===== config.mk =====
export PLATFORM = sky130hd
export DESIGN_NAME = uart_tx_unit
export DESIGN_NICKNAME = d
export VERILOG_FILES = /design/src/rtl/uart_tx_unit.sv
export SDC_FILE = /design/constraint.sdc
export NUM_CORES = 1
export LEC_CHECK = 0
export ABC_CLOCK_PERIOD_IN_PS = 3300
export BUFFER_PORTS_ARGS = -buffer_cell sky130_fd_sc_hd__clkbuf_2
export CAP_MARGIN = 10
export CORE_AREA = 2 2 92 94
export CTS_CLUSTER_DIAMETER = 40
export CTS_CLUSTER_SIZE = 28
export DETAILED_ROUTE_END_ITERATION = 6
export DIE_AREA = 0 0 94 96
export PLACE_DENSITY = 0.88
export SKIP_CTS_REPAIR_TIMING = 1
export SLEW_MARGIN = 5
export SYNTH_ARGS = -nofsm -noshare
export SYNTH_HDL_FRONTEND = slang
export SYNTH_SLANG_ARGS = --single-unit

===== constraint.sdc =====
create_clock -name sysclk -period 3.3 [get_ports sysclk]
set_input_delay 0.165 -clock sysclk [delete_from_list [all_inputs] [get_ports sysclk]]
set_output_delay 0.165 -clock sysclk [all_outputs]
set_load 0.1 [all_outputs]

===== src/rtl/uart_tx_unit.sv =====
// UART transmitter for the MIPS peripheral space: a small byte FIFO fed by store
// strobes, drained by an 8N1 serialiser that pulses tx_done at the end of each stop bit.
module uart_tx_unit #(
  parameter int BAUD_DIV   = 10417,
  parameter int FIFO_DEPTH = 8
) (
  input  logic       sysclk,
  input  logic       reset,
  input  logic       wr_en,
  input  logic [7:0] wr_data,
  input  logic       clr_ovf,
  output logic       full,
  output logic       empty,
  output logic [4:0] count,
  output logic       busy,
  output logic       ovf,
  output logic       tx_done,
  output logic       UART_TX
);

  localparam int               PTR_W     = $clog2(FIFO_DEPTH);
  localparam logic [15:0]      BAUD_LAST = 16'(BAUD_DIV - 1);
  localparam logic [4:0]       DEPTH_CNT = 5'(FIFO_DEPTH);
  localparam logic [PTR_W-1:0] PTR_ONE   = PTR_W'(1);

  typedef enum logic [1:0] {IDLE, START, DATA, STOP} state_t;

  logic [7:0]       r_mem [FIFO_DEPTH];
  logic [PTR_W-1:0] r_wrPtr;
  logic [PTR_W-1:0] r_rdPtr;
  logic [4:0]       r_count;
  logic             r_ovf;

  state_t      r_state;
  state_t      w_stateNext;
  logic [15:0] r_baud;
  logic [15:0] w_baudNext;
  logic [2:0]  r_bitIdx;
  logic [2:0]  w_bitNext;
  logic [7:0]  r_shift;
  logic [7:0]  w_shiftNext;
  logic        r_tx;
  logic        w_txNext;
  logic        r_txDone;
  logic        w_txDoneNext;

  logic w_full;
  logic w_accept;
  logic w_drop;
  logic w_pop;
  logic w_bitEnd;

  // Fullness is judged on the registered count, so a pop in the same cycle cannot rescue a write.
  assign w_full   = (r_count == DEPTH_CNT);
  assign w_accept = wr_en & ~w_full;
  assign w_drop   = wr_en & w_full;
  assign w_bitEnd = (r_baud == BAUD_LAST);

  always_ff @(posedge sysclk) begin
    if (w_accept) r_mem[r_wrPtr] <= wr_data;
  end

  always_ff @(posedge sysclk or posedge reset) begin
    if (reset) begin
      r_wrPtr <= '0;
      r_rdPtr <= '0;
      r_count <= '0;
      r_ovf   <= 1'b0;
    end else begin
      if (w_accept) r_wrPtr <= r_wrPtr + PTR_ONE;
      if (w_pop)    r_rdPtr <= r_rdPtr + PTR_ONE;
      r_count <= r_count + {4'b0, w_accept} - {4'b0, w_pop};
      if (w_drop)       r_ovf <= 1'b1;
      else if (clr_ovf) r_ovf <= 1'b0;
    end
  end

  always_ff @(posedge sysclk or posedge reset) begin
    if (reset) begin
      r_state  <= IDLE;
      r_baud   <= '0;
      r_bitIdx <= '0;
      r_shift  <= '0;
      r_tx     <= 1'b1;
      r_txDone <= 1'b0;
    end else begin
      r_state  <= w_stateNext;
      r_baud   <= w_baudNext;
      r_bitIdx <= w_bitNext;
      r_shift  <= w_shiftNext;
      r_tx     <= w_txNext;
      r_txDone <= w_txDoneNext;
    end
  end

  // The serial line value is computed one cycle ahead so UART_TX always comes straight from r_tx.
  always_comb begin
    w_stateNext  = r_state;
    w_baudNext   = r_baud;
    w_bitNext    = r_bitIdx;
    w_shiftNext  = r_shift;
    w_txNext     = r_tx;
    w_txDoneNext = 1'b0;
    w_pop        = 1'b0;
    case (r_state)
      IDLE: begin
        w_txNext = 1'b1;
        if (r_count != 5'd0) begin
          w_pop       = 1'b1;
          w_shiftNext = r_mem[r_rdPtr];
          w_bitNext   = 3'd0;
          w_baudNext  = 16'd0;
          w_txNext    = 1'b0;
          w_stateNext = START;
        end
      end
      START: begin
        if (w_bitEnd) begin
          w_baudNext  = 16'd0;
          w_bitNext   = 3'd0;
          w_txNext    = r_shift[0];
          w_stateNext = DATA;
        end else begin
          w_baudNext = r_baud + 16'd1;
        end
      end
      DATA: begin
        if (w_bitEnd) begin
          w_baudNext = 16'd0;
          if (r_bitIdx == 3'd7) begin
            w_txNext    = 1'b1;
            w_stateNext = STOP;
          end else begin
            w_shiftNext = {1'b0, r_shift[7:1]};
            w_bitNext   = r_bitIdx + 3'd1;
            w_txNext    = r_shift[1];
          end
        end else begin
          w_baudNext = r_baud + 16'd1;
        end
      end
      STOP: begin
        if (w_bitEnd) begin
          w_baudNext   = 16'd0;
          w_txNext     = 1'b1;
          w_txDoneNext = 1'b1;
          w_stateNext  = IDLE;
        end else begin
          w_baudNext = r_baud + 16'd1;
        end
      end
      default: begin
        w_txNext    = 1'b1;
        w_stateNext = IDLE;
      end
    endcase
  end

  assign full    = w_full;
  assign empty   = (r_count == 5'd0);
  assign count   = r_count;
  assign busy    = (r_state != IDLE);
  assign ovf     = r_ovf;
  assign tx_done = r_txDone;
  assign UART_TX = r_tx;

endmodule


==> summary.txt <==
Finish
  • Share of layout cells above drive strength 1: 0.237
  • N_diodes: 0
  • Layout area overhead: 12.2%
  • Post-Layout Inst Area: 5390 sq um
  • Final #Nets: 418

STA
  • Fin Setup TNS: 0 ns
  • Setup Skew: 0.0169 ns
  • Endpoints failing hold: 0
  • Setup violators final: 0
  • RSZ-0062 raised after global routing: no
  • Slew headroom: 0.366
  • Min Tclk post-route: 2.62 ns
  • Setup WS post-layout: 0.678 ns
  • Count of pins over their slew limit: 0
  • FMAX: 0.381 GHz
  • Worst Tran Pin Value: 0.947 ns
  • Fin crit share: 0.794

Synthesis
  • Synth warnings: 0
  • Cell count after synthesis: 356
  • Yosys top cell by area: edfxtp_1
  • Syn_area_per_cell: 13.5 sq um
  • Asr flop ratio synth: 0.402
  • Mapped cell area: 4810 sq um
  • Synthesized Nets: 387
  • Sequential area share after synthesis: 0.624
  • Post-synth EDFFs: 64
  • Top post-synthesis cells by area: edfxtp_1 (40%), dfrtp_1 (22%), mux4_2 (7.5%)
  • Post-synthesis mux area share: 0.0963
  • Main synth FF type: edfxtp_1
  • Area share of the largest cell type after synthesis: 0.400
  • Synth Register Bits: 107
  • Top cells by count, synth: edfxtp_1 (64), dfrtp_1 (42), nand2_1 (36)
  • Synth Area in XOR/XNOR: 0.0200
  • Most instantiated library cell after synthesis: edfxtp_1
  • Compound-Gate Fraction of Synth Area: 0.0789
  • Largest family of logic cells by synthesized area: simple AND/OR/NAND/NOR gates
  • Netlist cell types: 47
  • Adder-cell area share of the yosys netlist: 0.0510
  • Synth Area in Simple Gates: 0.0994

Routing
  • First-pass DRT Iterations: 4
  • DRC errors left: 0
  • Wire length on met2: 4500 um
  • Final wirelength: 8700 um
  • WL met1: 3750 um
  • DR WL met3: 353 um
  • Wire per inst: 17.5 um
  • Via density: 5.84
  • Remaining antenna violation count: 0
  • Initial DRC Count: 201
  • Top Metal Used: met4
  • Vias after detailed routing: 2,902

Hold path
  • Hold Path Class: in -> reg

Setup path
  • Setup Crit Path Kind: reg -> reg
  • Critical path launch point type: register
  • Crit path capture type: register
  • Max FO, Critical Path: 5
  • Worst Path Arrival: 2.90 ns
  • CP required: 3.58 ns

Pwr
  • VDD IR-drop max: 0.446 mV
  • LEAKAGE: 2.11 nW
  • PD cells: 627 nW/um^2

Placed design
  • IO buf count: 22
  • Placement Setup Slack: 0.699 ns
  • Detailed Place HPWL: 5910 um
  • Gpl congestion: 0.855
  • Placed Instance Area: 5150 sq um

Floorplan
  • Top Ports: 23
  • Full die area: 9020 sq um
  • FP Rows: 33
  • Starting density of the core: 0.597
  • Die Span X: 94 um
  • Core footprint: 8050 sq um
  • Die H: 96 um

Clock tree
  • CTS root buffer: clkbuf_8
  • Clock Sinks: 107
  • CTS clk-pin slew, worst paths: 0.12 ns
  • Clk buf depth: 2
  • CTS tree: built
  • # H-tree levels: 3
  • Cts bufs inserted: 9
  • Clock latency on the worst-skew pair: 0.38 ns

GRT
  • First-pass GRT wire length: 14,300 um
  • GRT Overall Usage: 0.212
  • Total gr overflow: 0
  • Vias in the first global route: 2,913
  • Initial antenna violation count: 0
  • Largest net degree at the start of global routing: 44

Flow run
  • Max-cap violations: 0

Run status
  • Outcome: finished, final reports clean
worst paths after layout:
| kind | start | endpoint | slack, ns | depth (start not counted) |
|---|---|---|---|---|
| min in group asynchronous | reset | count[3]$_DFF_PP0_ | 0.45 | 4 |
| max in group asynchronous | reset | count[1]$_DFF_PP0_ | 2.45 | 4 |
| max reg2reg | count[2]$_DFF_PP0_ | count[4]$_DFF_PP0_ | 0.68 | 15 |
| min | wr_en | ovf$_DFFE_PP0P_ | 0.01 | 3 |
| min reg2reg | r_shift[6]$_DFFE_PP0P_ | r_shift[6]$_DFFE_PP0P_ | 0.50 | 2 |
| max | count[2]$_DFF_PP0_ | count[4]$_DFF_PP0_ | 0.68 | 15 |
cell usage in the layout, fill, tap and decap left out, types with 3 or more instances in the layout:
cell type   n
a22o_1      4
o21ai_1     5
o21ai_0    24
ha_4        3
ha_1       15
nor3_1      3
nand2b_1    4
nor2_1     21
inv_4       3
mux2i_1     8
clkbuf_8    9
clkinv_8    3
inv_1      16
nand2_1    36
clkbuf_2   22
nand2_2     3
nand4_1     4
dfrtp_1    37
a21oi_1    15
buf_4       8
xor2_1      5
mux4_2     16
dfrtp_2     3
xnor2_1     6
nand3_1    11
edfxtp_1   64
layout make-up:
cell class	count	area (sq um)
flip-flops and latches	107	3010
inverters	22	90.1
fillers	529	2660
well taps	105	131
clock buffers	9	124
multi-input cells	215	1750
clock inverters	7	96.3
repair buffers	32	190
metrics by stage:
step	cells	utilization	hold slack [ns]	power [W]
finish	497	0.670	0.0113	0.00338
floorplan	356	-	0.264	0.00239
CTS	495	0.667	-0.0994	0.00341
global placement	479	0.640	0.304	0.00255
global route	497	0.670	0.0293	0.00354
detailed placement	479	0.640	0.322	0.00259
registers in the layout (all words and copies together), names as in the netlist:
name      flops
r_baud       16
r_shift       8
ovf           1
r_state       2
UART_TX       1
r_rdPtr       3
r_mem        64
r_wrPtr       3
tx_done       1
r_bitIdx      3
count         5
worst max-delay path: stages, from the launching register on:
cell and delay (ns):
dfrtp_4 0.52, inv_4 0.08, ha_1 0.14, nor4b_4 0.28, nor2b_2 0.11, inv_1 0.15
ha_4 0.22, inv_2 0.06, ha_4 0.13, inv_2 0.04, fa_2 0.36, inv_1 0.07
a21oi_1 0.06, nor2_1 0.11, nor2_1 0.06, xnor2_1 0.12
report_power, final:
part	internal [W]	switching, W	total [W]
clock network	0.000315	0.000503	0.000818
logic	0.000254	0.000575	0.000829
registers	0.00161	0.000124	0.00173
kinds of logic (layout without fill, tap and decap cells):
logic type | count (synthesis) | in the layout
AO/OA/AOI/OAI | 61 | 61
adder cells (fa/ha/maj) | 19 | 19
multiplexers | 26 | 26
XOR/XNOR | 11 | 11
buffers and inverters | 34 | 70
flip-flops | 107 | 107
AND/OR/NAND/NOR | 98 | 98
routing by layer:
metal / GRT usage / up-vias
li1: - / 1376
met1: 0.288 / 1447
met2: 0.344 / 68
met5: 0 / -
met3: 0.0470 / 11
met4: 0.0725 / 0
No activity file was read; power rests on OpenSTA's default activity.
